--- src/rtl/namco_io_pkg.sv ---
// Shared constants, FSM state type and BCD helper for the Namco 56XX I/O model.
// Build option: NAMCO_IO_CREDIT_EN enables the mode-1 credit counter.
package namco_io_pkg;

  localparam logic [3:0] MODE_CREDIT = 4'h1;
  localparam logic [3:0] MODE_RAW    = 4'h3;
  localparam logic [3:0] MODE_MOTOS0 = 4'h5;
  localparam logic [3:0] MODE_MOTOS1 = 4'h7;

  typedef enum logic [1:0] {
    ST_IDLE,
    ST_SAMPLE,
    ST_CREDIT,
    ST_FORMAT
  } io_state_e;

  localparam int NIB_TENS    = 0;
  localparam int NIB_UNITS   = 1;
  localparam int NIB_FLAGS   = 2;
  localparam int NIB_P1_DIR  = 4;
  localparam int NIB_P1_BTN  = 5;
  localparam int NIB_P2_DIR  = 6;
  localparam int NIB_P2_BTN  = 7;
  localparam int NIB_MODE    = 8;
  localparam int CHIP1_BASE  = 16;
  localparam int DSW_NIBBLES = 6;

  function automatic logic [7:0] bin_to_bcd(input logic [6:0] v);
    logic [3:0] tens;
    logic [3:0] units;
    tens  = 4'(v / 7'd10);
    units = 4'(v % 7'd10);
    return {tens, units};
  endfunction

endpackage

--- src/rtl/namco_io_credit.sv ---
// Credit counter (0..MAX_CREDIT, presented as BCD) with saturating coin add,
// conditional start subtract and per-frame start-accept flags.
module namco_io_credit
  import namco_io_pkg::*;
#(
  parameter int MAX_CREDIT = 99
) (
  input  logic       clk_i,
  input  logic       rst_n_i,
  input  logic       tick_i,
  input  logic       en_i,
  input  logic       coin_i,
  input  logic       start1_i,
  input  logic       start2_i,
  output logic [3:0] tens_o,
  output logic [3:0] units_o,
  output logic [1:0] accept_o
);

  logic [6:0] count_q, count_d, after_coin;
  logic [1:0] accept_q, accept_d;

  // Coin is credited first, so a coin and a start in one frame can play;
  // Start1 takes the frame even when it cannot be accepted.
  always_comb begin
    after_coin = count_q;
    if (coin_i && (count_q < 7'(MAX_CREDIT))) after_coin = count_q + 7'd1;
    count_d  = after_coin;
    accept_d = 2'b00;
    if (start1_i) begin
      if (after_coin >= 7'd1) begin
        count_d  = after_coin - 7'd1;
        accept_d = 2'b01;
      end
    end else if (start2_i && (after_coin >= 7'd2)) begin
      count_d  = after_coin - 7'd2;
      accept_d = 2'b10;
    end
    if (!en_i) begin
      count_d  = count_q;
      accept_d = 2'b00;
    end
  end

  always_ff @(posedge clk_i or negedge rst_n_i) begin
    if (!rst_n_i) begin
      count_q  <= 7'd0;
      accept_q <= 2'b00;
    end else if (tick_i) begin
      count_q  <= count_d;
      accept_q <= accept_d;
    end
  end

  assign {tens_o, units_o} = bin_to_bcd(count_q);
  assign accept_o          = accept_q;

endmodule

--- src/rtl/namco_io56xx.sv ---
// Namco 56XX I/O chip pair: 2x16-nibble register file, VBLANK-driven formatter.
// Build option: NAMCO_IO_CREDIT_EN builds the mode-1 credit logic (else mode 1 = mode 3).
module namco_io56xx
  import namco_io_pkg::*;
#(
  parameter int MAX_CREDIT = 99
) (
  input  logic        CPUCLKx2,
  input  logic        RESET_N,
  input  logic        VBLANK,
  input  logic        IO_HOLD,
  input  logic        CS,
  input  logic        WE,
  input  logic [5:0]  AD,
  input  logic [7:0]  DI,
  output logic [7:0]  DO,
  input  logic [11:0] INP,
  input  logic [2:0]  INP2,
  input  logic [23:0] DSW,
  output logic        IS_MOTOS
);

  io_state_e   state_q;
  logic        vblank_q;
  logic [11:0] inp_q;
  logic [2:0]  inp2_q;
  logic [23:0] dsw_q;
  logic [3:0]  regs_q [0:31];
  logic [3:0]  regs_d [0:31];
  logic [3:0]  mode0, mode1;
  logic        fmt_we, credit_mode0, raw_mode0;
  logic        unused_ok;

  assign mode0  = regs_q[NIB_MODE];
  assign mode1  = regs_q[CHIP1_BASE + NIB_MODE];
  assign fmt_we = (state_q == ST_FORMAT) && !IO_HOLD;

`ifdef NAMCO_IO_CREDIT_EN
  logic [2:0] inp2_prev_q;
  logic [3:0] credit_tens, credit_units;
  logic [1:0] accept;

  assign credit_mode0 = (mode0 == MODE_CREDIT);
  assign raw_mode0    = (mode0 == MODE_RAW);

  // Edges are frame-to-frame: the previous SAMPLE, not the previous clock.
  namco_io_credit #(.MAX_CREDIT(MAX_CREDIT)) u_credit (
    .clk_i    (CPUCLKx2),
    .rst_n_i  (RESET_N),
    .tick_i   ((state_q == ST_CREDIT) && !IO_HOLD),
    .en_i     (credit_mode0),
    .coin_i   (inp2_q[2] && !inp2_prev_q[2]),
    .start1_i (inp2_q[0] && !inp2_prev_q[0]),
    .start2_i (inp2_q[1] && !inp2_prev_q[1]),
    .tens_o   (credit_tens),
    .units_o  (credit_units),
    .accept_o (accept)
  );
`else
  logic [6:0] unused_max;
  assign unused_max   = 7'(MAX_CREDIT);
  assign credit_mode0 = 1'b0;
  assign raw_mode0    = (mode0 == MODE_RAW) || (mode0 == MODE_CREDIT);
`endif

  always_ff @(posedge CPUCLKx2 or negedge RESET_N) begin
    if (!RESET_N) begin
      state_q     <= ST_IDLE;
      vblank_q    <= 1'b0;
      inp_q       <= '0;
      inp2_q      <= '0;
      dsw_q       <= '0;
`ifdef NAMCO_IO_CREDIT_EN
      inp2_prev_q <= '0;
`endif
    end else begin
      vblank_q <= VBLANK;
      if (IO_HOLD) begin
        state_q <= ST_IDLE;
      end else begin
        case (state_q)
          ST_IDLE:   if (VBLANK && !vblank_q) state_q <= ST_SAMPLE;
          ST_SAMPLE: begin
            inp_q       <= INP;
            inp2_q      <= INP2;
            dsw_q       <= DSW;
`ifdef NAMCO_IO_CREDIT_EN
            inp2_prev_q <= inp2_q;
`endif
            state_q     <= ST_CREDIT;
          end
          ST_CREDIT: state_q <= ST_FORMAT;
          default:   state_q <= ST_IDLE;
        endcase
      end
    end
  end

  // The CPU write is applied last so it overrides a same-cycle FORMAT write.
  always_comb begin
    regs_d = regs_q;
    if (fmt_we) begin
      if (raw_mode0 || credit_mode0) begin
        regs_d[NIB_P1_DIR] = inp_q[3:0];
        regs_d[NIB_P1_BTN] = {2'b00, inp_q[5:4]};
        regs_d[NIB_P2_DIR] = inp_q[9:6];
        regs_d[NIB_P2_BTN] = {2'b00, inp_q[11:10]};
      end
      if (raw_mode0) regs_d[NIB_TENS] = {1'b0, inp2_q};
`ifdef NAMCO_IO_CREDIT_EN
      if (credit_mode0) begin
        regs_d[NIB_TENS]  = credit_tens;
        regs_d[NIB_UNITS] = credit_units;
        regs_d[NIB_FLAGS] = {2'b00, accept};
      end
`endif
      if (mode1 != 4'h0) begin
        for (int k = 0; k < DSW_NIBBLES; k++) regs_d[CHIP1_BASE + k] = dsw_q[4*k +: 4];
      end
    end
    if (CS && WE) regs_d[AD[4:0]] = DI[3:0];
  end

  always_ff @(posedge CPUCLKx2 or negedge RESET_N) begin
    if (!RESET_N) regs_q <= '{default: 4'h0};
    else          regs_q <= regs_d;
  end

  assign DO        = {4'h0, regs_q[AD[4:0]]};
  assign IS_MOTOS  = (mode0 == MODE_MOTOS0) && (mode1 == MODE_MOTOS1);
  assign unused_ok = &{1'b0, AD[5], DI[7:4]};

endmodule

--- config.mk ---
export PLATFORM = sky130hd
export DESIGN_NAME = namco_io56xx
export DESIGN_NICKNAME = d
export VERILOG_FILES = /design/src/rtl/namco_io_pkg.sv /design/src/rtl/namco_io_credit.sv /design/src/rtl/namco_io56xx.sv
export SDC_FILE = /design/constraint.sdc
export NUM_CORES = 1
export LEC_CHECK = 0
export BUFFER_PORTS_ARGS = -buffer_cell sky130_fd_sc_hd__buf_2
export CORE_ASPECT_RATIO = 1.25
export CORE_MARGIN = 3
export CORE_UTILIZATION = 63
export DETAILED_ROUTE_END_ITERATION = 8
export PLACE_DENSITY = 0.83
export SLEW_MARGIN = 20
export SYNTH_ARGS = -nofsm -noshare
export SYNTH_HDL_FRONTEND = slang
export SYNTH_SLANG_ARGS = --single-unit
--- constraint.sdc ---
create_clock -name CPUCLKx2 -period 2.9 [get_ports CPUCLKx2]
set_input_delay 0.29 -clock CPUCLKx2 [delete_from_list [all_inputs] [get_ports CPUCLKx2]]
set_output_delay 0.29 -clock CPUCLKx2 [all_outputs]
set_load 0.02 [all_outputs]
==> Yosys cells after proc, flatten, opt, wreduce, memory -nomap -nowiden <==
Index checks and enable logic that the tools add are counted.
{ "classes": {"add_sub_neg": 0, "mul": 0, "div_mod_pow": 0, "magnitude_cmp": 2, "eq_ne": 8, "n_shift": 0, "mux": 16, "bitwise_logic": 2, "n_reduce_logical": 11} }
{ "ops": {"columns": ["cell", "count"], "rows": [
  ["128-bit bitwise mux", 1],
  ["128-bit two-way mux", 1],
  ["24-bit two-way mux", 2],
  ["16-bit two-way mux", 2],
  ["4-bit binary-select mux with 5-bit select", 1],
  ["4-bit demux with 5-bit select", 1],
  ["4-bit two-way mux", 5],
  ["4-bit by 3-bit equality test with 1-bit output (second input constant)", 2],
  ["6-bit greater-or-equal comparator (second input constant)", 1],
  ["6-bit by 1-bit less-than comparator with 1-bit output (second input constant)", 1],
  ["5-bit NOT with 6-bit output", 1],
  ["2-bit case mux with 3 select lines", 1],
  ["1-bit logical AND", 5],
  ["2-bit equality test (second input constant)", 2],
  ["4-bit by 1-bit equality test with 1-bit output (second input constant)", 1],
  ["4-bit by 2-bit equality test with 1-bit output (second input constant)", 1],
  ["2-bit two-way mux", 2],
  ["4-bit nonzero test", 1],
  ["3-bit != test (second input constant)", 1],
  ["2-bit by 1-bit equality test with 1-bit output (second input constant)", 1],
  ["1-bit logical NOT", 2],
  ["2-bit logical NOT", 1],
  ["2-bit AND reduction", 1],
  ["1-bit logical OR", 1],
  ["1-bit NOT", 1]
]} }
{ "word_totals": {"ff_bits": 170, "latchBits": 0, "ramBits": 0, "romBits": 0, "output_inout_bits": 9, "memories": 0} }

==> Logic depth before layout (Yosys ltp) <==
{ "logic_depth": {"word_depth": 7, "mapped_depth": 7} }

==> Least setup slack after synthesis <==
OpenSTA, ideal clock, no wires.
{ "synth_path": {"kind": "input port to output port", "from": "input port AD[0]", "to": "output port DO[0]", "arrival_time_ns": 1.641, "required_ns": 2.610, "path_slack_ns": 0.969, "stages": 6, "path_buffers": 2, "path_cell_list": "buf_2 -> buf_2 -> or4b_2 -> o22ai_1 -> nor4_1 -> nand2_1"} }
{ "synth_between": {"elab_chain_cells": 4} }
{ "synth_lines": {"columns": ["element", "line_no", "source"], "rows": [
  ["from (decl)", "namco_io56xx.sv:14", "input logic [5:0] AD,"],
  ["5-bit NOT with 6-bit output (not written as such)", "namco_io56xx.sv:129", "assign DO = {4'h0, regs_q[AD[4:0]]};"],
  ["4-bit binary-select mux with 5-bit select", "namco_io56xx.sv:129", null],
  ["4-bit two-way mux (not written as such) (2 in a row)", "namco_io56xx.sv:129", null],
  ["to (decl)", "namco_io56xx.sv:16", "output logic [7:0] DO,"]
]} }
Every way passes these cells. The select of a mux whose other input is x is not followed.

==> Worst setup path after layout <==
{ "layout_path": {"from": "input port AD[1]", "to": "output port DO[3]"} }
The elaborated chain is that of the path after synthesis.

==> impl_metrics.csv <==
group,metric,value,unit
global_route,overflow,0,
clock_tree,cts_root_buf,"clkbuf_16",
global_route,grtUsageMet3,5.42,%
clock_tree,worstSkewPairLatency,0.42,ns
clock_tree,htreeDepth,4,
clock_tree,cts_buffer_depth,2,
logic_synthesis,syn_inst,658,
detailed_routing,first_iter_violations,369,
cells_and_area,syn_to_final_growth,12.9,%
global_route,grt_pass1_wl,30500,um
clock_tree,cts_tree,"done",
floorplanning,core-area,12400,um^2
logic_synthesis,synth-seq-area-share,52.4,%
global_route,grt_pass1_vias,5980,
floorplanning,dieHeight,133,um
logic_synthesis,yosysUniqueCellTypes,38,
global_route,antenna_found_initial,0,
setup_path,crit_type,"in -> out",
global_route,top_usage_layer,"met2",
status,status,"completed",
detailed_routing,route.detailed.drc,0,
global_route,grt_usage,27.3,%
sta,relSlewSlack,40.1,%
logic_synthesis,ys_ff_latch,170,
clock_tree,clkSinkCount,170,
detailed_routing,vias,5545,
sta,fin_ws,0.388,ns
global_route,grt_use_met2,44.1,%
place,dpl_cell_area,8550,um^2
sta,worst_pin_slew,0.898,ns
place,place_ws,0.475,ns
detailed_routing,drt_first_pass_iters,5,
global_route,use_met1,35.7,%
detailed_routing,viasPerCell,6.28,
clock_tree,path_clk_slew,0.06,ns
sta,rsz0062_at_grt,"false",
cells_and_area,final_cell_mix,"170 x dfrtp_1, 110 x mux2_2, 104 x mux2i_1, 56 x buf_2, 46 x nand2_1",
floorplanning,rows,45,
sta,period_share,86.6,%
place,dp_hpwl,12100,um
sta,setup_viol,0,
sta,drv_slew,0,
setup_path,setup.worst_path.end_class,"primary output",
sta,fmax,398,MHz
clock_tree,cts_made_buffers,17,
cells_and_area,fin_area,9160,um^2
setup_path,required,2.61,ns
floorplanning,die_area,14300,um^2
min_path,min_path_type,"in -> reg",
sta,fin_worst_skew,0.00756,ns
cells_and_area,drive_above_1_share,31.3,%
global_route,grt_max_degree,96,
pwr,cellPowerDensity,771,nW/um^2
cells_and_area,postLayoutCoreUtil,73.9,%
setup_path,cp-start-kind,"primary input",
detailed_routing,wl_per_cell,20.8,um
place,numPortBuffers,58,
sta,final_hold_viol_count,0,
floorplanning,die_w,108,um
sta,min_period,2.51,ns
floorplanning,ios,68,
cells_and_area,nets,768,
job,drv_cap,0,
logic_synthesis,netlist_area,8110,um^2
pwr,power.leakage,0.00422,uW
clock_tree,cts_setup_buffers,0,
setup_path,cp_max_fo,37,
cells_and_area,antenna_cells,0,
place,place_congestion,0.837,
cells_and_area,final_common_cell,"dfrtp_1",
detailed_routing,wirelength,18400,um
detailed_routing,final_antenna_net_count,0,
logic_synthesis,avgSynthCellArea,12.3,um^2
floorplanning,start_util,65.5,%
sta,whs,0.0945,ns
logic_synthesis,yosysWarnings,0,
pwr,ir_drop,555,uV
sta,finalSetupTns,0,ns
setup_path,arrival,2.22,ns
report_power, final:
part	internal (uW)	switching (uW)
combinational	734	629
sequential	3030	414
clock	1340	909
layer usage:
metal  vias up  part of all wire, %
met5         -                    0
met4         0                  2.8
met3        41                  6.2
met2       225                   50
met1      2793                   41
li1       2486                    -
final timing paths:
check,startpoint,endpoint,slack [ns],depth (start not counted)
setup / recovery,AD[1],DO[3],0.39,7
setup reg to reg,state_q[1]$_DFFE_PN0P_,dsw_q[16]$_DFFE_PN0P_,1.11,5
max in group asynchronous,RESET_N,regs_q[104]$_DFF_PN0_,1.41,3
min in group asynchronous,RESET_N,async pin,0.52,2
hold reg to reg,flip-flop,flip-flop,0.49,1
hold / removal,IO_HOLD,state_q[0]$_DFFE_PN0P_,0.09,2
final cells by class:
class                      instances  area (um^2)
clock buffer                      23          478
tap                              164          205
inverter                           3         11.3
multi-input combinational        442         3660
fill                             810         3230
sequential                       170         4250
timing repair buffer              72          434
clock inverter                     9          114
synth_stat cells, drive strengths merged:
cell type | n | share of area (%)
xnor2 | 1 | 0.11
conb | 1 | 0.046
inv | 3 | 0.14
or4 | 4 | 0.37
nor2 | 29 | 1.5
a21oi | 8 | 0.49
nand4 | 2 | 0.23
buf | 23 | 1.5
nand3 | 1 | 0.062
nand2b | 6 | 0.46
or3 | 1 | 0.077
nand4b | 7 | 0.91
mux2i | 104 | 13
o21ai | 37 | 2.3
nor4b | 1 | 0.11
dfrtp | 170 | 52
nor3b | 1 | 0.093
nand3b | 2 | 0.19
ha | 3 | 0.46
nand4bb | 1 | 0.14
or3b | 2 | 0.22
mux2 | 123 | 17
o22ai | 32 | 2.5
or2 | 2 | 0.15
clkbuf | 23 | 1.1
or4bb | 6 | 0.83
nand2 | 46 | 2.1
nor2b | 1 | 0.077
or4b | 4 | 0.49
nor4 | 10 | 0.85
nor3 | 4 | 0.25
worst max-delay path, stage by stage:
cell and delay, ns:
buf_4 0.50, buf_12 0.33, mux2i_1 0.25, o22ai_1 0.11, nor4_1 0.39, nand2_1 0.14, buf_2 0.18
kinds of logic (layout without fill, tap and decap cells):
group	Yosys count	after routing	share of synthesized area [%]
other	1	4	0.0462
xor gates and xnor gates	1	1	0.108
AOI/OAI and AO/OA	77	77	5.24
adders and majority gates	3	3	0.463
muxes	227	227	29.9
buffers and inverters	49	107	2.70
and+or+nand+nor	130	130	9.10
DFF	170	170	52.4
stage by stage:
stage | power, uW | cells
6_report | 7060 | 883
5_1_grt | 7410 | 883
4_1_cts | 7090 | 883
3_5_place_dp | 4830 | 849
3_3_place_gp | 4690 | 849
2_1_floorplan | 4340 | 661
repair_timing:
item                                    CTS  global route
hold endpoints to repair                 33             0
endpoints found under the setup margin    0             0
resized for setup                         0             0
hold buffers                              2             0
Note: power is estimated with default switching activity, not from simulation.
